===== src/rtl/otp_bank_sched.sv =====
`default_nettype none
// ============================================================================
// otp_bank_sched : flow-controlled bank ring between OTP producer and SD consumer
// Rev 1.0
// ============================================================================
module otp_bank_sched #(
  parameter  int RAM_BLOCKS = 8,
  localparam int SEL_W      = $clog2(RAM_BLOCKS)
) (
  input  logic             iclk,
  input  logic             irst_n,
  input  logic             ienable,
  output logic             ogen_start,
  output logic [SEL_W-1:0] ogen_sel,
  input  logic             igen_done,
  input  logic             ireq,
  output logic             ogrant,
  output logic [SEL_W-1:0] ogrant_sel,
  input  logic             irelease,
  output logic [SEL_W:0]   ocount,
  output logic             obusy,
  output logic             oerror
);

  localparam logic [SEL_W-1:0] SEL_ONE = SEL_W'(1);
  localparam logic [SEL_W:0]   CNT_ONE = (SEL_W + 1)'(1);
  localparam logic [SEL_W:0]   FULL    = (SEL_W + 1)'(RAM_BLOCKS);

  typedef enum logic [0:0] {P_IDLE = 1'b0, P_WAIT = 1'b1} prod_e;
  typedef enum logic [0:0] {C_IDLE = 1'b0, C_HOLD = 1'b1} cons_e;

  prod_e            p_q, p_d;
  cons_e            c_q, c_d;
  logic [SEL_W-1:0] wp_q, wp_d, rp_q, rp_d;
  logic [SEL_W-1:0] gen_sel_q, gen_sel_d, grant_sel_q, grant_sel_d;
  logic [SEL_W:0]   count_q, count_d;
  logic             start_q, start_d, grant_q, grant_d;
  logic             busy_q, busy_d, err_q, err_d;
  logic             fill_done, bank_rel, clr;

  always_comb begin
    p_d         = p_q;
    c_d         = c_q;
    wp_d        = wp_q;
    rp_d        = rp_q;
    gen_sel_d   = gen_sel_q;
    grant_sel_d = grant_sel_q;
    count_d     = count_q;
    start_d     = 1'b0;
    grant_d     = 1'b0;
    fill_done   = (p_q == P_WAIT) && igen_done;
    bank_rel    = (c_q == C_HOLD) && irelease;
    clr         = 1'b0;

    case (p_q)
      P_IDLE: if (ienable && (count_q < FULL)) begin
        p_d       = P_WAIT;
        start_d   = 1'b1;
        gen_sel_d = wp_q;
      end
      default: if (igen_done) begin
        p_d  = P_IDLE;
        wp_d = wp_q + SEL_ONE;
      end
    endcase

    case (c_q)
      C_IDLE: if (ireq && (count_q != '0)) begin
        c_d         = C_HOLD;
        grant_d     = 1'b1;
        grant_sel_d = rp_q;
      end
      default: if (irelease) begin
        c_d  = C_IDLE;
        rp_d = rp_q + SEL_ONE;
      end
    endcase

    if (fill_done && !bank_rel) begin
      count_d = count_q + CNT_ONE;
    end else if (bank_rel && !fill_done) begin
      count_d = count_q - CNT_ONE;
    end

    err_d = err_q | ((p_q == P_IDLE) && igen_done) | ((c_q == C_IDLE) && irelease);

    // A grant issued on the same edge wins over the clear so a stopped session can still drain.
    clr = !ienable && (p_q == P_IDLE) && (c_q == C_IDLE) && !igen_done && !irelease && !grant_d;
    if (clr) begin
      wp_d    = '0;
      rp_d    = '0;
      count_d = '0;
    end

    busy_d = (p_d == P_WAIT) || (c_d == C_HOLD);
  end

  always_ff @(posedge iclk) begin
    if (!irst_n) begin
      p_q         <= P_IDLE;
      c_q         <= C_IDLE;
      wp_q        <= '0;
      rp_q        <= '0;
      gen_sel_q   <= '0;
      grant_sel_q <= '0;
      count_q     <= '0;
      start_q     <= 1'b0;
      grant_q     <= 1'b0;
      busy_q      <= 1'b0;
      err_q       <= 1'b0;
    end else begin
      p_q         <= p_d;
      c_q         <= c_d;
      wp_q        <= wp_d;
      rp_q        <= rp_d;
      gen_sel_q   <= gen_sel_d;
      grant_sel_q <= grant_sel_d;
      count_q     <= count_d;
      start_q     <= start_d;
      grant_q     <= grant_d;
      busy_q      <= busy_d;
      err_q       <= err_d;
    end
  end

  assign ogen_start = start_q;
  assign ogen_sel   = gen_sel_q;
  assign ogrant     = grant_q;
  assign ogrant_sel = grant_sel_q;
  assign ocount     = count_q;
  assign obusy      = busy_q;
  assign oerror     = err_q;

endmodule
`default_nettype wire


===== config.mk =====
export PLATFORM = sky130hd
export DESIGN_NAME = otp_bank_sched
export DESIGN_NICKNAME = d
export VERILOG_FILES = /design/src/rtl/otp_bank_sched.sv
export SDC_FILE = /design/constraint.sdc
export NUM_CORES = 1
export LEC_CHECK = 0
export CORE_MARGIN = 2
export CORE_UTILIZATION = 52
export CTS_CLUSTER_DIAMETER = 50
export CTS_CLUSTER_SIZE = 24
export DETAILED_ROUTE_END_ITERATION = 8
export PLACE_DENSITY = 0.81
export RECOVER_POWER = 50
export SETUP_SLACK_MARGIN = 0.1
export SYNTH_ARGS = -nofsm -noshare
export SYNTH_HDL_FRONTEND = slang
export SYNTH_SLANG_ARGS = --single-unit

===== constraint.sdc =====
create_clock -name iclk -period 5.04 [get_ports iclk]
set_clock_uncertainty 0.1 [all_clocks]
set_input_delay 0.756 -clock iclk [delete_from_list [all_inputs] [get_ports iclk]]
set_output_delay 0.756 -clock iclk [all_outputs]
set_load 0.005 [all_outputs]

* After elaboration in Yosys (flattened, before gate mapping)
Index checks and enable logic that the tools add are counted.
** Cells by class
- Add/sub/neg operators :: 4
- $lt $le $gt $ge :: 1
- Multiplexer cells :: 9
- Bitwise logic cells :: 5
- Reduce and logical (&&, ||, !) cells :: 28
** Operators by type and width (count)
- 1-bit logical AND :: 13
- 4-bit two-way mux :: 2
- 2-bit AND reduction :: 4
- 1-bit two-way mux :: 7
- 3-bit by 1-bit adder with 3-bit output (second input constant) :: 2
- 1-bit logical NOT :: 6
- 4-bit by 1-bit adder with 4-bit output (second input constant) :: 1
- 4-bit < comparator (second input constant) :: 1
- 4-bit nonzero test :: 1
- 2-bit OR reduction :: 2
- 4-bit by 1-bit subtractor with 4-bit output (second input constant) :: 1
- 1-bit inverter :: 3
- 1-bit bitwise OR :: 2
- 2-bit nonzero test :: 1
- 1-bit logical OR :: 1
** Storage, ports and cells
- Bits in registers :: 22
- Bits of input ports :: 6
- Word-level logic and storage cells :: 58

* Depth between registers and ports, before layout
- Word-level depth :: 7
- Depth in mapped cells :: 9

* Worst setup path after synthesis
No wires, ideal clock.
- Kind :: input to register
- From :: in igen_done
- To :: reg count_q[3], in the netlist ocount[3]
- Library setup time :: 0.072 ns
- Arrival :: 2.121 ns
- Data required time :: 4.868 ns
- Setup slack :: 2.747 ns
- Cell stages on the path :: 9
- Cells stage by stage :: nand2_1 -> inv_1 -> ha_1 -> inv_1 -> ha_1 -> a21oi_1 -> a211o_1 -> a21o_2 -> a21oi_1
** On the way
- Elaborated cells between the ends (all ways) :: 11
- Those cells by class :: 1 x mux; 10 x reduce/logical
** RTL lines
- start: declaration :: line 15 : input logic igen_done,
- 1-bit logical AND (*) :: line 51 : fill_done = (p_q == P_WAIT) && igen_done;
- via fill_done :: line 39 : logic fill_done, bank_rel, clr;
- 1-bit logical NOT :: line 81 : end else if (bank_rel && !fill_done) begin
- 1-bit logical AND :: line 81
- 2-bit nonzero test (no source line)
- end signal: assignment :: line 118 : count_q <= count_d;
- end: declaration :: line 36 : logic [SEL_W:0] count_q, count_d;
The timed path passes the listed nets; every way through them passes the cells marked *.
A chain may end at the register's enable or synchronous reset.

* Worst setup path after layout
- From :: in irelease
- To :: reg count_q[3], in the netlist ocount[3]
** On the way
- Longest elaborated chain between the ends :: 4
- Elaborated cells between the ends (all ways) :: 10
- Those cells by class :: 1 x mux; 9 x reduce/logical
** RTL lines
- start: declaration :: line 19 : input logic irelease,
- 1-bit logical AND or 1-bit logical NOT (tied branches) :: line 52, 88
- 1-bit logical NOT or 1-bit logical AND (tied branches) :: line 79, 88
- 1-bit logical AND (on tied branches) :: line 79, 88
- 4-bit two-way mux, or another cell as far along :: line 79 : if (fill_done && !bank_rel) begin
Several ways; a longest one is shown, not always the timed one.

==> out/metrics.yaml <==
placement:
  place_ws_ns: 2.01
  placed_area_um2: 1160
  portBuffers: 19
  dp_hpwl_um: 1300
  gp_congestion: 0.784
finish:
  fin_area_um2: 1180
  fin_util_pct: 68.4
  final_cell_mix: "dfxtp_1 (22), clkdlybuf4s50_1 (16), nor2_1 (11)"
  syn2layout_area_growth_pct: 24.9
  layout-drive-gt1-share_pct: 5.13
  n_antenna_cell: 0
  nets: 130
  final_common_cell: "dfxtp_1"
critical_path:
  path_cells: "dlygate4sd3_1, nand2_1, ha_1, inv_1, ha_1, a21oi_1, nand3_1, a21o_2, a21oi_1"
  worst_path_largest_cell_delay_ns: 0.65
  path_class: "primary input to flip-flop"
  cp_slowest_cell: "dlygate4sd3_1"
  crit_path_end_kind: "flip-flop"
  worstPathArrival_ns: 2.89
  cp_max_fo: 6
  cp-start-kind: "primary input"
  critPathRequiredTime_ns: 5.18
floorplanning:
  core_area_um2: 1730
  die_w_um: 46.7
  initial_core_util_pct: 54.8
  num_rows: 15
  io_pins: 20
  die_h_um: 46.7
  dieArea_um2: 2180
yosys:
  ys_types: 25
  synth_fp_nets: 108
  syn_avg_cell_area_um2: 9.85
  netlist_instances: 96
  yosys_warnings: 0
  synthesis.area_um2: 946
  ys_ff_latch: 22
  yosysSeqAreaShare_pct: 46.6
power:
  p_seq_share_pct: 53.0
  pwr-share-comb_pct: 22.1
  powerDensity_nw_per_um2: 320
  power_frac_clock_pct: 24.9
  internal_power_uw: 277
  irDropWorstVdd_mv: 0.181
  switchingPower_uw: 101
  finalPower_uw: 378
  p_sw_share_pct: 26.6
  p_leak_uw: 0.000471
routing:
  top_layer_used: "met4"
  dr.pass1.iters: 4
  avgRoutedWirePerCell_um: 11.6
  drcViolationCount: 0
  num_vias: 716
  drt_iter0_drc: 4
  drt-met1-wl_um: 732
  routed-wl-met2_um: 839
  viasPerCell: 5.04
  ant_nets: 0
  wl_met3_um: 50
  wl_um: 1640
clock_network:
  numCtsBuffers: 3
  clockRootBuffer: "clkbuf_4"
  cts_tree: "yes"
  cts_buffer_depth: 2
  cts_resized: 0
  cts_max_level: 1
  cts_hold_buf: 0
  post_cts_buffers: 0
  clock_sinks: 22
  clkTransAtPathRegs_ns: 0.11
  clk_latency_ns: 0.30
sta:
  min_period_ns: 2.75
  timing.final.crit_share_pct: 54.7
  worstMarginPinSlew_ns: 0.784
  fmax_mhz: 363
  final_max_slew_viol_count: 0
  hold_viol_final: 0
  rsz0062_at_grt: "false"
  slew_headroom_pct: 47.6
  finalWorstSetupSlack_ns: 2.29
  fin_setup_tns_ns: 0
  setup_viol: 0
grt:
  grt_antenna_before_repair: 0
  overflow: 0
  grt_pass1_vias: 641
  track_usage_pct: 17.9
  grt_max_degree: 13
  grt_pass1_wl_um: 2730
job:
  maxCapViolCount: 0
hold_path:
  hold_path_class: "flip-flop to flip-flop"
outcome:
  outcome: "complete, no violations"
-- power by group through the flow --
stage | sequential (µW) | clock [µW] | combinational [µW]
2_1_floorplan | 205 | 0 | 51.6
3_3_place_gp | 205 | 0 | 83.7
3_5_place_dp | 206 | 0 | 86.5
4_1_cts | 202 | 97.3 | 87.0
5_1_grt | 203 | 106 | 92.3
6_report | 201 | 94.0 | 83.6
-- kinds of logic (layout without fill, tap and decap cells) --
| kind of cell | after synthesis | count (layout) | share of synthesized area (%) |
|---|---|---|---|
| multiplexers | 7 | 7 | 7.41 |
| adder cells (fa/ha/maj) | 6 | 6 | 8.73 |
| flip-flops | 22 | 22 | 46.6 |
| AND/OR/NAND/NOR | 37 | 37 | 20.1 |
| AO/OA/AOI/OAI | 12 | 12 | 9.26 |
| XOR/XNOR | 6 | 6 | 5.56 |
| buffers and inverters | 6 | 27 | 2.38 |
-- cell type report --
class | count | area (µm²)
flip-flops and latches | 22 | 440
multi-input cells | 68 | 468
fillers | 139 | 546
repair buffers | 19 | 190
inverters | 4 | 15.0
well taps | 25 | 31.3
clock buffers | 4 | 36.3
-- sequential cells by signal, indices dropped and copies added (netlist names) --
| name | count |
|---|---|
| c_q | 1 |
| obusy | 1 |
| ocount | 4 |
| oerror | 1 |
| ogen_sel | 3 |
| ogen_start | 1 |
| ogrant | 1 |
| ogrant_sel | 3 |
| p_q | 1 |
| rp_q | 3 |
| wp_q | 3 |
-- per-stage QoR --
stage / hold slack, ns / std cells
2_1_floorplan: 0.353 / 96
3_3_place_gp: 0.349 / 138
3_5_place_dp: 0.382 / 138
4_1_cts: 0.399 / 142
5_1_grt: 0.421 / 142
6_report: 0.398 / 142
-- metal layers --
| layer | up-vias | GRT usage (%) |
|---|---|---|
| met4 | 0 | 5.00 |
| met2 | 11 | 30.8 |
| met3 | 5 | 7.06 |
| li1 | 362 | - |
| met5 | - | 0 |
| met1 | 338 | 20.3 |
-- path summary, 6_finish.rpt --
path	end	slack [ns]	startpoint	cells after the start
worst min-delay path	oerror	0.40	oerror	1
worst min register to register	oerror	0.40	oerror	1
worst max-delay path	ocount[3]	2.29	irelease	9
worst max register to register	ocount[3]	2.89	p_q	9
-- worst max-delay path, delay by kind of cell --
| kind | cells | cell delay, ns |
|---|---|---|
| fa+ha+maj | 2 | 0.51 |
| compound gates | 3 | 0.58 |
| buf+inv | 2 | 0.78 |
| simple gates | 2 | 0.27 |
-- synthesized netlist by cell type, drive strengths merged --
master   n  share of area (%)
a211o    1               0.93
and2     2                1.5
and2b    1               0.79
xor2     5                4.6
ha       5                6.6
or2      1               0.66
a21oi    5                2.6
o21a     3                2.4
inv      4                1.6
nor3b    1                1.3
xnor2    1               0.93
dfxtp   22                 47
nand3    7                3.7
clkbuf   2               0.79
o41ai    1                1.7
nor2b    7                4.6
fa       1                2.1
nand2    6                2.4
a21o     1               0.93
mux2i    7                7.4
nor3     1               0.53
o22ai    1               0.66
nor2    11                4.6
No activity file was read; power rests on OpenSTA's default activity.
